$ cat config.mk
export PLATFORM = sky130hd
export DESIGN_NAME = pic_inta_sequencer
export DESIGN_NICKNAME = d
export VERILOG_FILES = /design/src/rtl/pic_pkg.sv /design/src/rtl/pic_inta_sync.sv /design/src/rtl/pic_inta_sequencer.sv
export SDC_FILE = /design/constraint.sdc
export NUM_CORES = 1
export LEC_CHECK = 0
export BUFFER_PORTS_ARGS = -buffer_cell sky130_fd_sc_hd__buf_2
export CAP_MARGIN = 20
export CORE_MARGIN = 2
export CORE_UTILIZATION = 30
export DETAILED_ROUTE_END_ITERATION = 8
export SLEW_MARGIN = 20
export SYNTH_ARGS = -nofsm -noshare
export SYNTH_HDL_FRONTEND = slang
export SYNTH_HIERARCHICAL = 1
export SYNTH_SLANG_ARGS = --single-unit
$ cat constraint.sdc
create_clock -name CLK -period 2.41 [get_ports CLK]
set_clock_uncertainty 0.1 [all_clocks]
set_input_delay 0.3615 -clock CLK [delete_from_list [all_inputs] [get_ports CLK]]
set_output_delay 0.3615 -clock CLK [all_outputs]
set_load 0.05 [all_outputs]
$ cat src/rtl/pic_pkg.sv
// pic_pkg: shared command codes, acknowledge-sequencer states and defaults for the 8259 blocks
package pic_pkg;
  localparam logic [2:0] PIC_MODE_IRR    = 3'b000;
  localparam logic [2:0] PIC_MODE_ISR    = 3'b001;
  localparam logic [2:0] PIC_MODE_IMR    = 3'b010;
  localparam logic [2:0] PIC_MODE_OCW2   = 3'b011;
  localparam logic [2:0] PIC_MODE_ICW    = 3'b100;
  localparam logic [2:0] PIC_MODE_HANDLE = 3'b101;
  localparam logic [2:0] PIC_MODE_ACK    = 3'b110;
  localparam logic [2:0] PIC_MODE_RST    = 3'b111;
  localparam int PIC_SPURIOUS_LEVEL = 7;
  typedef enum logic [2:0] {
    ST_IDLE, ST_ASSERT, ST_ACK1, ST_GAP, ST_ACK2, ST_DONE, ST_POLL
  } pic_inta_state_t;
endpackage

$ cat src/rtl/pic_inta_sync.sv
// pic_inta_sync: 2-FF synchroniser plus edge register on INTA_N, producing single-cycle fall/rise flags
module pic_inta_sync (
  input  logic CLK,
  input  logic RST_N,
  input  logic inta_n,
  output logic fall,
  output logic rise
);
  logic [2:0] sr;
  always_ff @(posedge CLK)
    sr <= !RST_N ? 3'b111 : {sr[1:0], inta_n};
  assign fall = sr[2] & ~sr[1];
  assign rise = ~sr[2] & sr[1];
endmodule

$ cat src/rtl/pic_inta_sequencer.sv
// pic_inta_sequencer: raises INT and runs the two-pulse INTA handshake, driving {ICW2[7:3], level}.
// Define PIC_POLL_EN to add the POLL_REQ / POLL_VALID poll-command path.
module pic_inta_sequencer
  import pic_pkg::*;
#(
  parameter int INTA_TIMEOUT   = 1023,
  parameter int SPURIOUS_LEVEL = PIC_SPURIOUS_LEVEL
) (
  input  logic       CLK,
  input  logic       RST_N,
  input  logic [7:0] PRIORITY_DATA,
  input  logic [2:0] PRIORITY_MODE,
  input  logic       ICW2_WRITE,
  input  logic [7:0] ICW2_DATA,
  input  logic       INTA_N,
  output logic       INT,
  output logic [2:0] CU_MODE,
  output logic       CU_WRITE,
  output logic [7:0] DATA_OUT,
  output logic       DATA_OE,
  output logic       BUSY,
  output logic       SPURIOUS,
  output logic       TIMEOUT
`ifdef PIC_POLL_EN
  ,
  input  logic       POLL_REQ,
  output logic       POLL_VALID
`endif
);
  localparam int CW = $clog2(INTA_TIMEOUT + 1);
  pic_inta_state_t state, state_n;
  logic [CW-1:0] cnt, cnt_n;
  logic [7:0] icw2, vbase, vbase_n, data_n;
  logic [2:0] level, level_n;
  logic spur, spur_n, cu_write_n, spurious_n, timeout_n, poll_valid, poll_valid_n;
  logic fall, rise, pending, tmo;
  pic_inta_sync u_sync (.CLK(CLK), .RST_N(RST_N), .inta_n(INTA_N), .fall(fall), .rise(rise));
  assign pending = PRIORITY_MODE == PIC_MODE_ACK;
  assign tmo = cnt == CW'(INTA_TIMEOUT - 1);
  always_ff @(posedge CLK)
    if (!RST_N) begin
      state      <= ST_IDLE;
      cnt        <= '0;
      icw2       <= '0;
      vbase      <= '0;
      level      <= '0;
      spur       <= 1'b0;
      DATA_OUT   <= '0;
      CU_WRITE   <= 1'b0;
      SPURIOUS   <= 1'b0;
      TIMEOUT    <= 1'b0;
      poll_valid <= 1'b0;
    end else begin
      state      <= state_n;
      cnt        <= cnt_n;
      icw2       <= ICW2_WRITE ? ICW2_DATA : icw2;
      vbase      <= vbase_n;
      level      <= level_n;
      spur       <= spur_n;
      DATA_OUT   <= data_n;
      CU_WRITE   <= cu_write_n;
      SPURIOUS   <= spurious_n;
      TIMEOUT    <= timeout_n;
      poll_valid <= poll_valid_n;
    end
  always_comb begin
    state_n      = state;
    vbase_n      = vbase;
    level_n      = level;
    spur_n       = spur;
    data_n       = DATA_OUT;
    cu_write_n   = 1'b0;
    spurious_n   = 1'b0;
    timeout_n    = 1'b0;
    poll_valid_n = 1'b0;
    case (state)
      ST_IDLE:   state_n = pending ? ST_ASSERT : ST_IDLE;
      ST_ASSERT:
        if (fall) begin
          level_n    = pending ? PRIORITY_DATA[2:0] : 3'(SPURIOUS_LEVEL);
          spur_n     = !pending;
          vbase_n    = ICW2_WRITE ? ICW2_DATA : icw2;
          cu_write_n = pending;
          state_n    = ST_ACK1;
        end else if (tmo) begin
          timeout_n = 1'b1;
          state_n   = ST_IDLE;
        end
      ST_ACK1:   state_n = rise ? ST_GAP : ST_ACK1;
      ST_GAP:
        if (fall) begin
          cu_write_n = !spur;
          data_n     = {vbase[7:3], level};
          state_n    = ST_ACK2;
        end else if (tmo) begin
          timeout_n = 1'b1;
          state_n   = ST_IDLE;
        end
      ST_ACK2:
        if (rise) begin
          spurious_n = spur;
          state_n    = ST_DONE;
        end
      ST_POLL: begin
        cu_write_n = 1'b1;
        state_n    = ST_DONE;
      end
      default:   state_n = ST_IDLE;
    endcase
`ifdef PIC_POLL_EN
    if (POLL_REQ && (state == ST_IDLE || state == ST_ASSERT)) begin
      data_n       = {pending, 4'b0000, pending ? PRIORITY_DATA[2:0] : 3'(SPURIOUS_LEVEL)};
      poll_valid_n = 1'b1;
      cu_write_n   = pending;
      timeout_n    = 1'b0;
      state_n      = pending ? ST_POLL : ST_IDLE;
    end
`endif
    // the counter restarts on every state change, so ACK1 -> GAP begins from zero
    cnt_n = (state_n == state && (state == ST_ASSERT || state == ST_GAP)) ? cnt + 1'b1 : '0;
  end
  assign INT     = state inside {ST_ASSERT, ST_ACK1, ST_GAP, ST_ACK2};
  assign BUSY    = state != ST_IDLE;
  assign DATA_OE = (state == ST_ACK2) | poll_valid;
  assign CU_MODE = CU_WRITE ? PIC_MODE_ACK : PIC_MODE_IRR;
`ifdef PIC_POLL_EN
  assign POLL_VALID = poll_valid;
`endif
endmodule

==> run metrics, run 1 <==
Initial Util=31.4%; Starting DRT DRC Count=74; post-synthesis sequential area ratio=between 40% and 50%; setup TNS=0 ps; post-cts resize count=0; clk slew on worst S/H paths=~80 ps; CORE AREA=approximately 5600 um^2; Hold WC Path Type=input port to flop; Max VDD drop=approximately 0.19 mV; grt ovf=0; cell area power density=630 nW/um^2; cell chosen for the clock root=clkbuf_8; Clock Latency Late Sink=roughly 290 ps; CTS sink count=41; CTS tree=built; drt first pass iters=4; final hold viol count=0; RD Place Congestion=approximately 0.81; Mapped Nets=between 200 and 250; Post-synth EDFFs=0; hpwl dp=roughly 2300 um; share of layout cells above drive strength 1=about 23%; crit path launch type=flop; Setup CP Type=flop to output port; XOR/XNOR share of the synthesized area=under 10%; Port Buffer Count=30; # Post-CTS Setup Buffers=0; status=complete, no violations; total CTS buffers=5; Die Y=80.3 um; synth warn=6; delay-heaviest family, CP=flip-flops; via density per instance=4.84; post-synthesis mux area share=4.08%; min Tclk post-route=approximately 2000 ps; most frequent cells in the layout=dfxtp_1 (41), buf_2 (30), nand2_1 (25), a21boi_0 (9), nor2b_1 (8); DIE AREA=approximately 6500 um^2; Fmax achieved=511 MHz; main combinational cell family by area after synthesis=simple AND/OR/NAND/NOR gates; first-pass GRT wire length=approximately 5500 um; drt drc=0; Cell variety after synth=43; Ports=40; P_leak=0.836 nW; synthesized area=roughly 1700 um^2; htree depth=2; largest net degree at the start of global routing=27; vias=between 1000 and 1500; compound-cell area share of the yosys netlist=roughly 17%; Final Non-Filler Cells=between 200 and 300; Post-DRT Antenna Nets=0; initial antenna violation count=0; Final setup violation count=0; Total Routing Usage GR=10.7%; period utilization=81.1%; Top FF cell, synth=dfxtp_1; Hold-fix buffers, CTS=0; overall power=1.27 mW; Adder-Cell Fraction of Synth Area=approximately 1.4%; max incr delay on CP=just under 600 ps; worst-path maximum fanout=15; WL/cell=11.7 um; max_cap viols=0; Rows=27; CP cell instances=nor3b_1 -> buf_2; routed wire length=around 3300 um; vias in the first global route=1225; Synth Area in Simple Gates=between 20% and 30%; n_diodes=0; Worst Path Required=around 2000 ps; cells after synthesis=around 180; max-slew violations=0; synthesis-to-finish area growth=15.7%; placed insts=around 270; post-route cell area=~2000 um^2; RSZ-0062 raised after global routing=false; most common cell after layout, fill and taps aside=dfxtp_1; Die Width=approximately 80 um; maximum root-to-sink buffer count=2; Layout Nets=about 230; Setup crit end kind=output port; syn_area_per_cell=just under 10 um^2; Slowest-stage cell, CP=dfxtp_1; placed cell area=1940 um^2; Async S/R FF share, synth=0%; Critical Path AT=~1500 ps; Buf/Inv on CP=1; Yosys reg bits=41
final timing paths:
check / slack, ps / startpoint / to / cells past startpoint
worst min register to register: 310 / u_sync/sr[0] / u_sync/sr[1] / 1
worst max-delay path: 450 / state[2] / DATA_OE / 2
worst max register to register: 740 / u_sync/sr[2] / level[0] / 4
worst min-delay path: 170 / INTA_N / u_sync/sr[0] / 2
kinds of logic (layout without fill, tap and decap cells):
group                    Yosys count  in the layout
AND/OR/NAND/NOR                   73             73
flip-flops                        41             41
AO/OA/AOI/OAI                     37             37
buffers and inverters             16             43
multiplexers                       7              7
XOR/XNOR                           4              4
adder cells (fa/ha/maj)            2              2
other                              1              1
per-layer routing:
metal  up-vias  track usage, %  share of wire [%]
met4         0            3.05               0.64
met3         4            3.37                5.1
met5         -               0                  0
met1       633            13.6                 49
li1        689               -                  -
met2        30            17.3                 45
area by class of cell:
cell class                      count  area, um^2
Clock inverter                      3        17.5
Multi-Input combinational cell    124         852
Timing Repair Buffer               31         158
Clock buffer                        5        68.8
Tap cell                           72        90.1
Sequential cell                    41         821
Inverter                            4        15.0
Fill cell                         591        3550
stage by stage:
| step | util, % | setup slack [ps] | hold slack, ps |
|---|---|---|---|
| after floorplan | - | 205 | 286 |
| after global placement | 34.7 | 748 | 292 |
| after detailed placement | 34.7 | 744 | 297 |
| after CTS | 36.3 | 418 | 173 |
| after global routing | 36.3 | 337 | 165 |
| final | 36.3 | 454 | 168 |
synthesized netlist by cell type, types with 2 or more instances:
library cell	instances	area [um^2]
o21ai_0	3	15.0
a21boi_0	9	67.6
o311a_1	3	30.0
a21oi_1	6	30.0
or3_1	3	18.8
nand3_1	6	30.0
ha_1	2	25.0
inv_1	4	15.0
o41ai_1	2	17.5
buf_4	3	22.5
xnor2_1	2	17.5
nor4_1	2	12.5
mux2i_1	6	60.1
nor2b_1	8	50.1
nor3_1	2	10.0
buf_2	3	15.0
xor2_1	2	17.5
o311ai_0	3	26.3
clkbuf_1	5	18.8
or2_2	3	18.8
nand2b_1	6	37.5
and4bb_2	2	25.0
nand2_1	25	93.8
nor2_1	6	22.5
o211a_1	6	60.1
dfxtp_1	41	821
nand4b_1	2	17.5
state kept, by name (all words and copies together), names as in the netlist:
name       flops
cnt           10
TIMEOUT        1
state          3
icw2           5
vbase          5
CU_WRITE       1
u_sync/sr      3
DATA_OUT       8
SPURIOUS       1
spur           1
level          3
power breakdown:
| part | switching (mW) | internal, mW |
|---|---|---|
| Combinational | 0.0768 | 0.0472 |
| Clock | 0.238 | 0.200 |
| Sequential | 0.0182 | 0.693 |
| Total | 0.333 | 0.941 |
(Power assumes the default switching activity.)
==> inputs of run 2 (changes only) <==
==> constraint.sdc (replaced) <==
create_clock -name CLK -period 1.8 [get_ports CLK]
set_clock_uncertainty 0.1 [all_clocks]
set_input_delay 0.27 -clock CLK [delete_from_list [all_inputs] [get_ports CLK]]
set_output_delay 0.27 -clock CLK [all_outputs]
set_load 0.05 [all_outputs]
==> run 2 against run 1 <==
Routed wire length is 3.1% higher. Register-to-register slack worse by 600 ps. Worst hold slack worse by 100 ps.
==> run metrics, run 2 (same netlist as run 1, synthesis figures left out) <==
status=complete, no violations; max reg flops=10; final core utilization=a little under two fifths; Comb power frac=9.5%; worst setup margin=about 63 ps; clk slew on worst S/H paths=~80 ps; period utilization=between 90 and 100%; Rows=27; largest net degree at the start of global routing=30; Hold WC Path Type=input port to flop; share of layout cells above drive strength 1=roughly 28%; Worst R2R End=level[0]; max_cap viols=0; cell area power density=943 nW/um^2; Port Buffer Count=30; Max VDD drop=0.489 mV; Post-DRT Antenna Nets=0; Layout Nets=between 200 and 250; vias=1354; CORE AREA=approximately 5600 um^2; cell chosen for the clock root=clkbuf_8; reg2reg start=u_sync/sr[2]; Initial Util=31.4%; synthesis-to-finish area growth=22.0%; maximum root-to-sink buffer count=2; routed wire length=roughly 3400 um; Reg power frac=between 40% and 50%; setup TNS=0 ps; via density per instance=approximately 4.7; r2r worst-path depth=4; Worst Path Required=approximately 1400 ps; Setup CP Type=flop to output port; CP startpoint=state[0]; hpwl dp=2340 um; total CTS buffers=5; dpl ws=124 ps; initial antenna violation count=0; Fmax achieved=576 MHz; Clock Latency Late Sink=just under 300 ps; Clock power frac=43.7%; htree depth=2; n_diodes=0; Starting DRT DRC Count=59; Hold-fix buffers, CTS=0; Total Routing Usage GR=a little over a tenth; most common cell after layout, fill and taps aside=dfxtp_1; min Tclk post-route=1740 ps; r2r setup slk=140 ps; crit path launch type=flop; final hold viol count=0; hold path startpoint=INTA_N; most frequent cells in the layout=dfxtp_1 (38), buf_2 (29), nand2_1 (25), a21boi_0 (9); Final setup violation count=0; worst-path maximum fanout=2; vias in the first global route=1181; P_int=~1.6 mW; first-pass GRT wire length=about 5400 um; Sw Pwr=around 0.46 mW; drt drc=0; CTS tree=built; Die Y=roughly 80 um; CTS sink count=between 40 and 50; worst setup path endpoint=INT; WL/cell=~12 um; max-slew violations=0; RSZ-0062 raised after global routing=false; DIE AREA=6450 um^2; Die Width=80.3 um; Critical Path AT=around 1400 ps; RD Place Congestion=0.766; P_leak=around 0.90 nW; Sw Share=between 20% and 30%; grt ovf=0; Regs by FF count=cnt x10, DATA_OUT x8; Setup crit end kind=output port; Biggest register=cnt; drt first pass iters=4; Ports=40
-- run 2: cell count changes in the layout (fill, tap and decap cells not counted), sizes merged --
cell / change
clkinv: -1
bufinv: +2
buf: +6
clkinvlp: -1
-- run 2: critical path, stage by stage (launching register included) --
cell and delay, ps:
dfxtp_4 350, or3_1 370, and2_2 170, buf_4 180
-- run 2: how the worst min path moves through the flow --
stage	cells past startpoint	to	slack [ps]
floorplan	1	u_sync/sr[0]	240
global placement	1	u_sync/sr[1]	290
detailed placement	1	u_sync/sr[1]	300
CTS	2	u_sync/sr[0]	60
global route	2	u_sync/sr[0]	80
finish	2	u_sync/sr[0]	60
-- run 2: repair_timing --
action | 4_1_cts | 5_1_grt
setup endpoints to repair | 2 | 1
endpoints found under the hold margin | 0 | 0
gates resized for setup | 4 | 2
setup buffers | 1 | 2
-- run 2: metal layers --
| layer | wire [um] | vias up | GRT usage [%] |
|---|---|---|---|
| met5 | 0 | - | 0 |
| met4 | 54 | 0 | 4.58 |
| met3 | 193 | 6 | 3.82 |
| met2 | 1510 | 25 | 17.7 |
| met1 | 1630 | 617 | 13.1 |
| li1 | - | 706 | - |
-- run 2: power by group through the flow --
stage	combinational, mW	sequential, mW	clock, mW
final	0.190	0.942	0.880
after global routing	0.206	0.945	0.937
after CTS	0.192	0.943	0.902
after detailed placement	0.178	0.970	0
after global placement	0.176	0.969	0
after floorplan	0.143	0.963	0
-- run 2: final cells by class --
cell class | count | area, um^2
flip-flops and latches | 41 | 830
clock inverters | 3 | 65.1
repair buffers | 37 | 205
fillers | 589 | 3440
well taps | 72 | 90.1
multi-input cells | 124 | 858
clock buffers | 5 | 68.8
inverters | 4 | 15.0
-- run 2: metrics by stage --
step                power (mW)  hold WS, ps  cell area, um^2  std cells
floorplan                 1.11          243             1750        181
global placement          1.15          293             1960        275
detailed placement        1.15          302             1960        275
CTS                       2.04         62.3             2110        284
global route              2.09         83.8             2130        286
finish                    2.01         64.0             2130        286
==> inputs of run 3 (changes only) <==
--- a/config.mk
+++ b/config.mk
@@ -10,6 +10,8 @@
 export CORE_MARGIN = 2
 export CORE_UTILIZATION = 30
 export DETAILED_ROUTE_END_ITERATION = 8
+export MAX_ROUTING_LAYER = met4
+export RECOVER_POWER = 25
 export SLEW_MARGIN = 20
 export SYNTH_ARGS = -nofsm -noshare
 export SYNTH_HDL_FRONTEND = slang
==> run 3 against run 2 <==
Utilization down 0.20 points. Sequential cell count unchanged. Register-to-register slack hardly changed. Via count fell by 0.52%. Critical path depth is the same. Routed wire length barely moved. First-iteration DRC count fell by 1.7%. Cell area is 0.53% lower. Sequential share of layout area rose by 0.21 points. Total power hardly changed. Sequential power hardly changed. Setup slack hardly changed. Largest power group unchanged.
==> run metrics, run 3 (same netlist as run 1, synthesis figures left out) <==
Port Buffer Count=30; routed wire length=3390 um; max_cap viols=0; Initial Util=around a third; placed cell area=roughly 2000 um^2; vias=1347; Fmax achieved=between 500 and 600 MHz; most common cell after layout, fill and taps aside=dfxtp_1; max reg flops=10; post-route cell area=between 2000 and 2500 um^2; Setup crit end kind=output port; P_leak=roughly 0.87 nW; Die Width=around 80 um; Worst Path Required=1430 ps; Ports=40; WL/cell=11.9 um; most frequent cells in the layout=dfxtp_1 (38), nand2_1 (25), buf_2 (23), a21boi_0 (9), nor2b_1 (8); Setup CP Type=flop to output port; Comb power frac=9.4%; Starting DRT DRC Count=58; htree depth=2; Reg power frac=a little under half; cell area power density=between 900 and 1000 nW/um^2; Max VDD drop=roughly 0.5 mV; RD Place Congestion=between 0.7 and 0.8; CP cell instances=or3_1 -> and2_2 -> buf_4; vias in the first global route=~1200; Layout Nets=238; Critical Path AT=about 1400 ps; cell chosen for the clock root=clkbuf_8; share of layout cells above drive strength 1=24.3%; Biggest register=cnt; crit path launch type=flop; Clock Latency Late Sink=290 ps; WL met1=around 1600 um; maximum root-to-sink buffer count=2; Final Non-Filler Cells=286; Clock power frac=between 40% and 50%; Buf/Inv on CP=1; CTS sink count=41; Total Routing Usage GR=approximately 11%; Post-DRT Antenna Nets=0; grt ovf=0; drt first pass iters=4; hpwl dp=about 2300 um; placed insts=between 200 and 300; Final setup violation count=0; setup TNS=0 ps; CTS tree=built; status=complete, no violations; Sw Share=between 20 and 25%; drt drc=0; period utilization=between 90% and 100%; final hold viol count=0; worst slew pin tran=1080 ps; highest routing layer actually used=met4; RSZ-0062 raised after global routing=false; initial antenna violation count=0; synthesis-to-finish area growth=21.3%; Rel. slew slack=28.2%; first-pass GRT wire length=between 5000 and 6000 um; Hold WC Path Type=input port to flop; Sw Pwr=0.458 mW; CORE AREA=~5600 um^2; routed length on met3=180 um; delay-heaviest family, CP=simple AND/OR/NAND/NOR gates; clk slew on worst S/H paths=approximately 80 ps; n_diodes=0; P_int=approximately 1.6 mW; via density per instance=between 4 and 5; worst-path maximum fanout=2; Rows=27; overall power=roughly 2.0 mW; final hold slack=about 64 ps; Regs by FF count=cnt x10, DATA_OUT x8; met2 routed WL=1520 um; max-slew violations=0; max incr delay on CP=370 ps; DIE AREA=roughly 6500 um^2; Slowest-stage cell, CP=or3_1; largest net degree at the start of global routing=30; Die Y=~80 um; min Tclk post-route=1740 ps; total CTS buffers=5
run 3: worst register-to-register path: stages, from the launching register on:
cell	delay (ps)
dfxtp_1	330
nor2b_1	300
nand2_1	160
or3_1	380
o311a_1	300
run 3: power by group through the flow:
stage / clock [mW] / sequential, mW / combinational (mW)
finish: 0.879 / 0.942 / 0.189
global route: 0.937 / 0.945 / 0.206
CTS: 0.902 / 0.943 / 0.192
detailed placement: 0 / 0.970 / 0.178
global placement: 0 / 0.969 / 0.176
floorplan: 0 / 0.963 / 0.143
run 3: final timing paths:
check / start / end / slack (ps) / cells past startpoint
min reg2reg: u_sync/sr[0] / u_sync/sr[1] / 310 / 1
max reg2reg: u_sync/sr[2] / level[0] / 140 / 4
max: state[0] / INT / 60 / 3
min: INTA_N / u_sync/sr[0] / 60 / 2
run 3: repair_timing:
action / in CTS / in global routing
endpoints found under the setup margin: 2 / 1
gates resized for setup: 4 / 2
hold buffers: 0 / 0
buffers inserted: 1 / 2
pin swaps: 0 / 0
run 3: cell type report:
cell class                 instances  area [um^2]
timing repair buffer              37          194
multi-input combinational        124          858
inverter                           4         15.0
tap                               72         90.1
sequential                        41          830
fill                             592         3450
clock buffer                       5         68.8
clock inverter                     3         65.1
run 3: routing by layer:
| metal | vias to the layer above | global-route usage [%] |
|---|---|---|
| li1 | 703 | - |
| met1 | 615 | 13.2 |
| met2 | 23 | 17.7 |
| met3 | 6 | 3.82 |
| met4 | 0 | 4.58 |
| met5 | - | - |
run 3: per-stage QoR:
stage | setup WS (ps) | util, %
CTS | 31.6 | 37.9
finish | 63.1 | 38.0
detailed placement | 124 | 35.2
floorplan | 19.3 | -
global placement | 152 | 35.2
global route | 3.12 | 38.0
